## config.mk

```make
export PLATFORM = sky130hd
export DESIGN_NAME = sipo_shift_rx
export DESIGN_NICKNAME = d
export VERILOG_FILES = /design/src/rtl/sipo_piso_pkg.sv /design/src/rtl/sipo_out_hold.sv /design/src/rtl/sipo_shift_rx.sv
export SDC_FILE = /design/constraint.sdc
export NUM_CORES = 1
export LEC_CHECK = 0
export ABC_AREA = 1
export BUFFER_PORTS_ARGS = -buffer_cell sky130_fd_sc_hd__buf_2
export CORE_MARGIN = 4
export CORE_UTILIZATION = 25
export DETAILED_ROUTE_END_ITERATION = 10
export GPL_TIMING_DRIVEN = 0
export PLACE_DENSITY = 0.45
export SETUP_SLACK_MARGIN = 0.3
export SYNTH_ARGS = -nofsm -noshare
export SYNTH_HDL_FRONTEND = slang
export SYNTH_SLANG_ARGS = --single-unit
export TNS_END_PERCENT = 30
```

## constraint.sdc

```tcl
create_clock -name clk -period 1.1 [get_ports clk]
set_input_delay 0.275 -clock clk [delete_from_list [all_inputs] [get_ports clk]]
set_output_delay 0.275 -clock clk [all_outputs]
set_load 0.005 [all_outputs]
```

## src/rtl/sipo_piso_pkg.sv

```systemverilog
// Shared definitions for the PISO/SIPO serial shift link.
package sipo_piso_pkg;

  localparam int unsigned DefDSize = 4;

  typedef enum logic {
    StEmpty = 1'b0,
    StFull  = 1'b1
  } hold_state_e;

  function automatic int unsigned cnt_width(input int unsigned d_size);
    return $clog2(d_size);
  endfunction

endpackage

```

## src/rtl/sipo_out_hold.sv

```systemverilog
// Valid/ready output holding register; flags a completed word dropped while full.
module sipo_out_hold
  import sipo_piso_pkg::*;
#(
  parameter int unsigned D_SIZE = DefDSize
) (
  input  logic              clk,
  input  logic              rst_n,
  input  logic              load,
  input  logic [D_SIZE-1:0] word,
  input  logic              ready,
  output logic [D_SIZE-1:0] data,
  output logic              valid,
  output logic              overrun_set
);

  hold_state_e       state_q, state_d;
  logic [D_SIZE-1:0] data_q, data_d;

  always_comb begin
    state_d     = state_q;
    data_d      = data_q;
    overrun_set = 1'b0;
    unique case (state_q)
      StEmpty: begin
        if (load) begin
          state_d = StFull;
          data_d  = word;
        end
      end
      StFull: begin
        if (load) begin
          // Simultaneous accept frees the slot for the new word.
          if (ready) data_d = word;
          else       overrun_set = 1'b1;
        end else if (ready) begin
          state_d = StEmpty;
        end
      end
      default: state_d = StEmpty;
    endcase
  end

  always_ff @(posedge clk or negedge rst_n) begin
    if (!rst_n) begin
      state_q <= StEmpty;
      data_q  <= '0;
    end else begin
      state_q <= state_d;
      data_q  <= data_d;
    end
  end

  assign data  = data_q;
  assign valid = (state_q == StFull);

endmodule

```

## src/rtl/sipo_shift_rx.sv

```systemverilog
// Serial-in parallel-out receiver: assembles D_SIZE-bit words from a serial stream
// and presents them through a valid/ready holding register.
module sipo_shift_rx
  import sipo_piso_pkg::*;
#(
  parameter int unsigned D_SIZE    = DefDSize,
  parameter bit          LSB_FIRST = 1'b1
) (
  input  logic              clk,
  input  logic              rst_n,
  input  logic              en_in,
  input  logic              serial_in,
  input  logic              sync_in,
  output logic [D_SIZE-1:0] parallel_out,
  output logic              out_valid,
  input  logic              out_ready,
  output logic              busy,
  output logic              overrun
);

  localparam int unsigned    CntW = cnt_width(D_SIZE);
  localparam logic [CntW-1:0] Last = CntW'(D_SIZE - 1);

  logic [D_SIZE-1:0] sh_q, sh_d, sh_base, sh_shifted;
  logic [CntW-1:0]   cnt_q, cnt_d;
  logic              busy_q;
  logic              overrun_q, overrun_d;
  logic              word_done;
  logic              overrun_set;

  // A sync edge shifts into a cleared register so the sampled bit starts a new word.
  assign sh_base = sync_in ? '0 : sh_q;

  if (LSB_FIRST) begin : g_lsb_first
    assign sh_shifted = {serial_in, sh_base[D_SIZE-1:1]};
  end else begin : g_msb_first
    assign sh_shifted = {sh_base[D_SIZE-2:0], serial_in};
  end

  assign word_done = en_in && !sync_in && (cnt_q == Last);

  always_comb begin
    sh_d      = sh_q;
    cnt_d     = cnt_q;
    overrun_d = overrun_q | overrun_set;
    if (sync_in) begin
      sh_d      = en_in ? sh_shifted : '0;
      cnt_d     = en_in ? CntW'(1) : '0;
      overrun_d = 1'b0;
    end else if (en_in) begin
      sh_d  = sh_shifted;
      cnt_d = (cnt_q == Last) ? '0 : cnt_q + CntW'(1);
    end
  end

  always_ff @(posedge clk or negedge rst_n) begin
    if (!rst_n) begin
      sh_q      <= '0;
      cnt_q     <= '0;
      busy_q    <= 1'b0;
      overrun_q <= 1'b0;
    end else begin
      sh_q      <= sh_d;
      cnt_q     <= cnt_d;
      busy_q    <= (cnt_d != '0);
      overrun_q <= overrun_d;
    end
  end

  sipo_out_hold #(
    .D_SIZE (D_SIZE)
  ) u_out_hold (
    .clk         (clk),
    .rst_n       (rst_n),
    .load        (word_done),
    .word        (sh_d),
    .ready       (out_ready),
    .data        (parallel_out),
    .valid       (out_valid),
    .overrun_set (overrun_set)
  );

  assign busy    = busy_q;
  assign overrun = overrun_q;

endmodule

```

Yosys cells after proc, flatten, opt, wreduce, memory -nomap -nowiden
Cells that the tools add are included.
Widths: inputs -> output; s select.
{ "classes": {"add_sub_neg": 1, "n_eq_ne": 4, "n_mux": 19, "bitwise_logic": 2, "reduce_logical": 5} }
{ "ops": {"columns": ["operator", "n"], "rows": [
  ["$mux 4", 7],
  ["$pmux 4 s2", 1],
  ["$mux 1", 7],
  ["$mux 2", 3],
  ["$ne 2x1->1 const B", 2],
  ["$reduce_and 3->1", 1],
  ["$add 2x1->2 const B", 1],
  ["$eq 2x2->1 const B", 1],
  ["$logic_and 1x1->1", 2],
  ["$ne 2x2->1 const B", 1],
  ["$pmux 1 s2", 1],
  ["$reduce_bool 2->1", 1],
  ["$logic_not 1->1", 1],
  ["$not 1->1", 1],
  ["$or 1x1->1", 1]
]} }
{ "totals": {"regBits": 13, "inputBits": 6, "out_inout_bits": 7} }

Longest topological paths before layout
{ "depth": {"word_depth": 7, "ltp_mapped": 6} }

By module
From an unflattened synthesis, not the netlist that was laid out.
{ "unflattened": {"cells_unflattened": 65, "hier_area_um2": 553.0} }
{ "by_module_without_submodules": {"columns": ["mod", "n_inst", "cells_each", "area_per_inst_um2", "seq_area_each_um2"], "rows": [
  ["sipo_shift_rx", 1, 42, 350.3, 200.2],
  ["sipo_out_hold", 1, 23, 202.7, 125.1]
]} }

Worst setup path after synthesis
Ideal clock, no wire load.
{ "synth_timing": {"path_kind": "flip-flop to flip-flop", "startpoint": "register cnt_q[0]", "endpoint": "register overrun_q, in the netlist overrun", "setup_ps": 116, "arrival_ps": 860, "setup_slack_ps": 125, "stages_incl_launch_ff": 6, "period_less_slack_ps": 975, "path_cell_list": "dfrtp_1 > ha_1 > nand3_2 > nor2_1 > nor2_1 > nor2_1"} }
{ "synth_via": {"elab_chain_cells": 6} }
{ "synth_lines": {"columns": ["item", "line", "source"], "rows": [
  ["start, declared", "sipo_shift_rx.sv:25", "logic [CntW-1:0] cnt_q, cnt_d;"],
  ["start signal, assigned", "sipo_shift_rx.sv:64", "cnt_q <= cnt_d;"],
  ["$eq 2x2->1", "sipo_shift_rx.sv:40", "assign word_done = en_in && !sync_in && (cnt_q == Last);"],
  ["$logic_and 1x1->1", "sipo_shift_rx.sv:40", null],
  ["$mux 1", "sipo_out_hold.sv:32", "if (load) begin"],
  ["$mux 1", "sipo_out_hold.sv:24", "unique case (state_q)"],
  ["$or 1x1->1", "sipo_shift_rx.sv:45", "overrun_d = overrun_q | overrun_set;"],
  ["$mux 1", "sipo_shift_rx.sv:46", "if (sync_in) begin"],
  ["net overrun_d", "sipo_shift_rx.sv:27", "logic overrun_q, overrun_d;"],
  ["end signal, assigned", "sipo_shift_rx.sv:66", "overrun_q <= overrun_d;"],
  ["end, declared", "sipo_shift_rx.sv:27", null]
]} }
The timed path passes the listed nets, and every way through them passes these cells.
A chain may end at the register's enable or synchronous reset.

Final worst setup path
{ "layout_timing": {"startpoint": "register overrun_q, in the netlist overrun", "endpoint": "output overrun"} }
{ "layout_lines": {"columns": ["item", "line", "source"], "rows": [
  ["end, declared", "sipo_shift_rx.sv:18", "output logic overrun"]
]} }
No word-level cell between the ends.

==> out/qor.yml <==
synthesis:
  synth_top_family_by_area: "simple AND/OR/NAND/NOR gates"
  synth.area.mux_share_pct: 0
  seq_area_frac_synth_pct: 57.9
  ys_types: 12
  syn_inst: 63
  ys_warn_count: 0
  synthSimpleGateAreaFrac_pct: 34.3
  synth_xor_xnor_area_share_pct: 0
  synth_area_um2: 562
  synth_compound_area_share_pct: 0.891
  syn_nets: 70
  synth_seq_cells: 13
  synth_area_per_cell_um2: 8.92
  synthAdderAreaFrac_pct: 2.23
pwr:
  switching_share_pct: 25.6
  seq_power_share_pct: 55.7
  p_sw_uw: 245
  irDropWorstVdd_mv: 0.429
  p_per_area_nw_per_um2: 1320
  comb_power_share_pct: 13.9
  p_leak_nw: 0.410
  power_uw: 957
  p_clk_share_pct: 30.4
  internal_power_uw: 712
grt:
  grt_max_degree: 14
  grt_pass1_wl_mm: 1.97
  grt_pass1_vias: 419
  antenna_found_initial: 0
  grt_use_total_pct: 8.18
  grt-ovfl-total: 0
floorplan:
  start_util_pct: 27.5
  die_w_um: 55.4
  row_count: 16
  fp.dieH_um: 55.4
  dieArea_um2: 3070
  ios: 13
  core_region_area_um2: 2040
setup_path:
  cpPeakStageDelay_ns: 0.38
  cp.buffers_inverters: 1
  path_delay_family: "flip-flops"
  path_cells: "buf_2"
  crit_path_end_kind: "output pin"
  critical_path_class: "reg2out"
  path_max_fanout: 2
  critPathRequiredTime_ns: 0.82
  crit_slowest_cell: "dfrtp_1"
  critPathLaunchType: "flop"
  cp.arrival_ns: 0.78
run:
  drv_cap: 0
sta:
  finalCriticalPeriod_ns: 1.05
  max_slew.worst_pin.slew_ns: 0.295
  slew_viol_final: 0
  finalCritPeriodShare_pct: 95.7
  rsz0062_at_grt: "true"
  fin_setup_tns_ns: 0
  setup_viol: 0
  fin_worst_skew_ns: 0.00144
  hold_viol: 0
  fmax_mhz: 950
  slew_headroom_pct: 80.3
min_path:
  min_path_type: "in2reg"
route:
  wl_mm: 1.06
  ant_nets: 0
  drtPass1Iterations: 4
  remaining_drc_errors: 0
  via_count: 422
  drt_iter0_drc: 16
  wl_per_cell_um: 9.72
  viasPerCell: 3.87
clocking:
  cts_tree: "done"
  clockBufferDepth: 2
  numCtsBuffers: 3
  cts.clk_slew.worst_paths_ns: 0.08
  cts-htree-levels: 1
  cts-root-buf: "clkbuf_4"
  clock_sinks: 13
  clk_latency_ns: 0.27
place:
  routabilityCongestion: 0.641
  hpwlAfterDp_um: 795
  io_buffers: 12
final_layout:
  fill_cells: 232
  diodes: 0
  multi_input_area_um2: 230
  num-nets-final: 90
  regArea_um2: 325
  final_common_cell: "nand2_1"
  layout_common_cells: "29 x nand2_1, 13 x dfrtp_1, 12 x buf_2"
  area_delta_synth_final_pct: 29.4
  drive_gt1_share_pct: 32.9
run_status:
  status: "completed"
state kept, by name, indices dropped and copies added (netlist names):
name	cells
u_out_hold.data	4
busy	1
cnt_q	2
overrun	1
u_out_hold.valid	1
sh_q	4
cell type report:
class,count,area share [%]
clock buffer,4,3.61
sequential,13,44.8
timing repair buffer,15,11.7
multi-input combinational,43,31.7
inverter,7,3.61
tap,27,4.65
per-layer routing:
metal / GRT usage [%] / up-vias / wire length (um)
met5: 0 / - / 0
met4: 4.17 / 0 / 0
met3: 2.33 / 0 / 72
met2: 10.8 / 13 / 433
met1: 11.8 / 184 / 554
li1: - / 225 / -
cells by family (layout without fill, tap and decap cells):
group / Yosys count / after routing
simple gates: 41 / 41
compound gates: 1 / 1
buf+inv: 7 / 26
flops: 13 / 13
fa+ha+maj: 1 / 1
through the flow:
step                      setup slack, ns  utilization (%)  instances  instance area [um2]  hold slack, ns
final                              0.0471             35.6        109                  727           0.244
after global routing             -0.00437             35.6        109                  727           0.250
after CTS                          0.0276             34.7        108                  709           0.240
after detailed placement           0.0415             32.6        102                  666           0.184
after global placement             0.0521             32.6        102                  666           0.183
after floorplan                     0.171                -         63                  572         -0.0206
synthesized netlist by cell type, drive strengths merged:
| library cell | instances | area share (%) |
|---|---|---|
| o21ai | 1 | 0.89 |
| inv | 7 | 4.7 |
| nor2 | 6 | 7.1 |
| dfrtp | 13 | 58 |
| nand3 | 3 | 4.5 |
| nand2 | 32 | 23 |
| ha | 1 | 2.2 |
repair_timing:
action | CTS | global route
endpoints found under the hold margin | 13 | 0
hold buffers | 1 | 0
endpoints found under the setup margin | 16 | 16
resized for setup | 0 | 1
setup buffers | 1 | 1
pin swaps | 0 | 2
worst paths after layout:
kind                       slack, ns     start                to  depth (start not counted)
max                             0.05   overrun           overrun                          1
min reg2reg                     0.48   sh_q[0]           sh_q[0]                          2
max in group asynchronous       0.46     rst_n  u_out_hold.valid                          2
max reg2reg                     0.11  cnt_q[0]              busy                          6
min                             0.24   sync_in           overrun                          2
min in group asynchronous       0.41     rst_n           overrun                          2
power groups by stage:
stage | Combinational [mW] | Clock, mW | Sequential (mW)
after floorplan | 0.0638 | 0 | 0.543
after global placement | 0.126 | 0 | 0.540
after detailed placement | 0.129 | 0 | 0.540
after CTS | 0.132 | 0.308 | 0.530
after global routing | 0.158 | 0.329 | 0.538
final | 0.133 | 0.291 | 0.533
(Power assumes the default switching activity.)
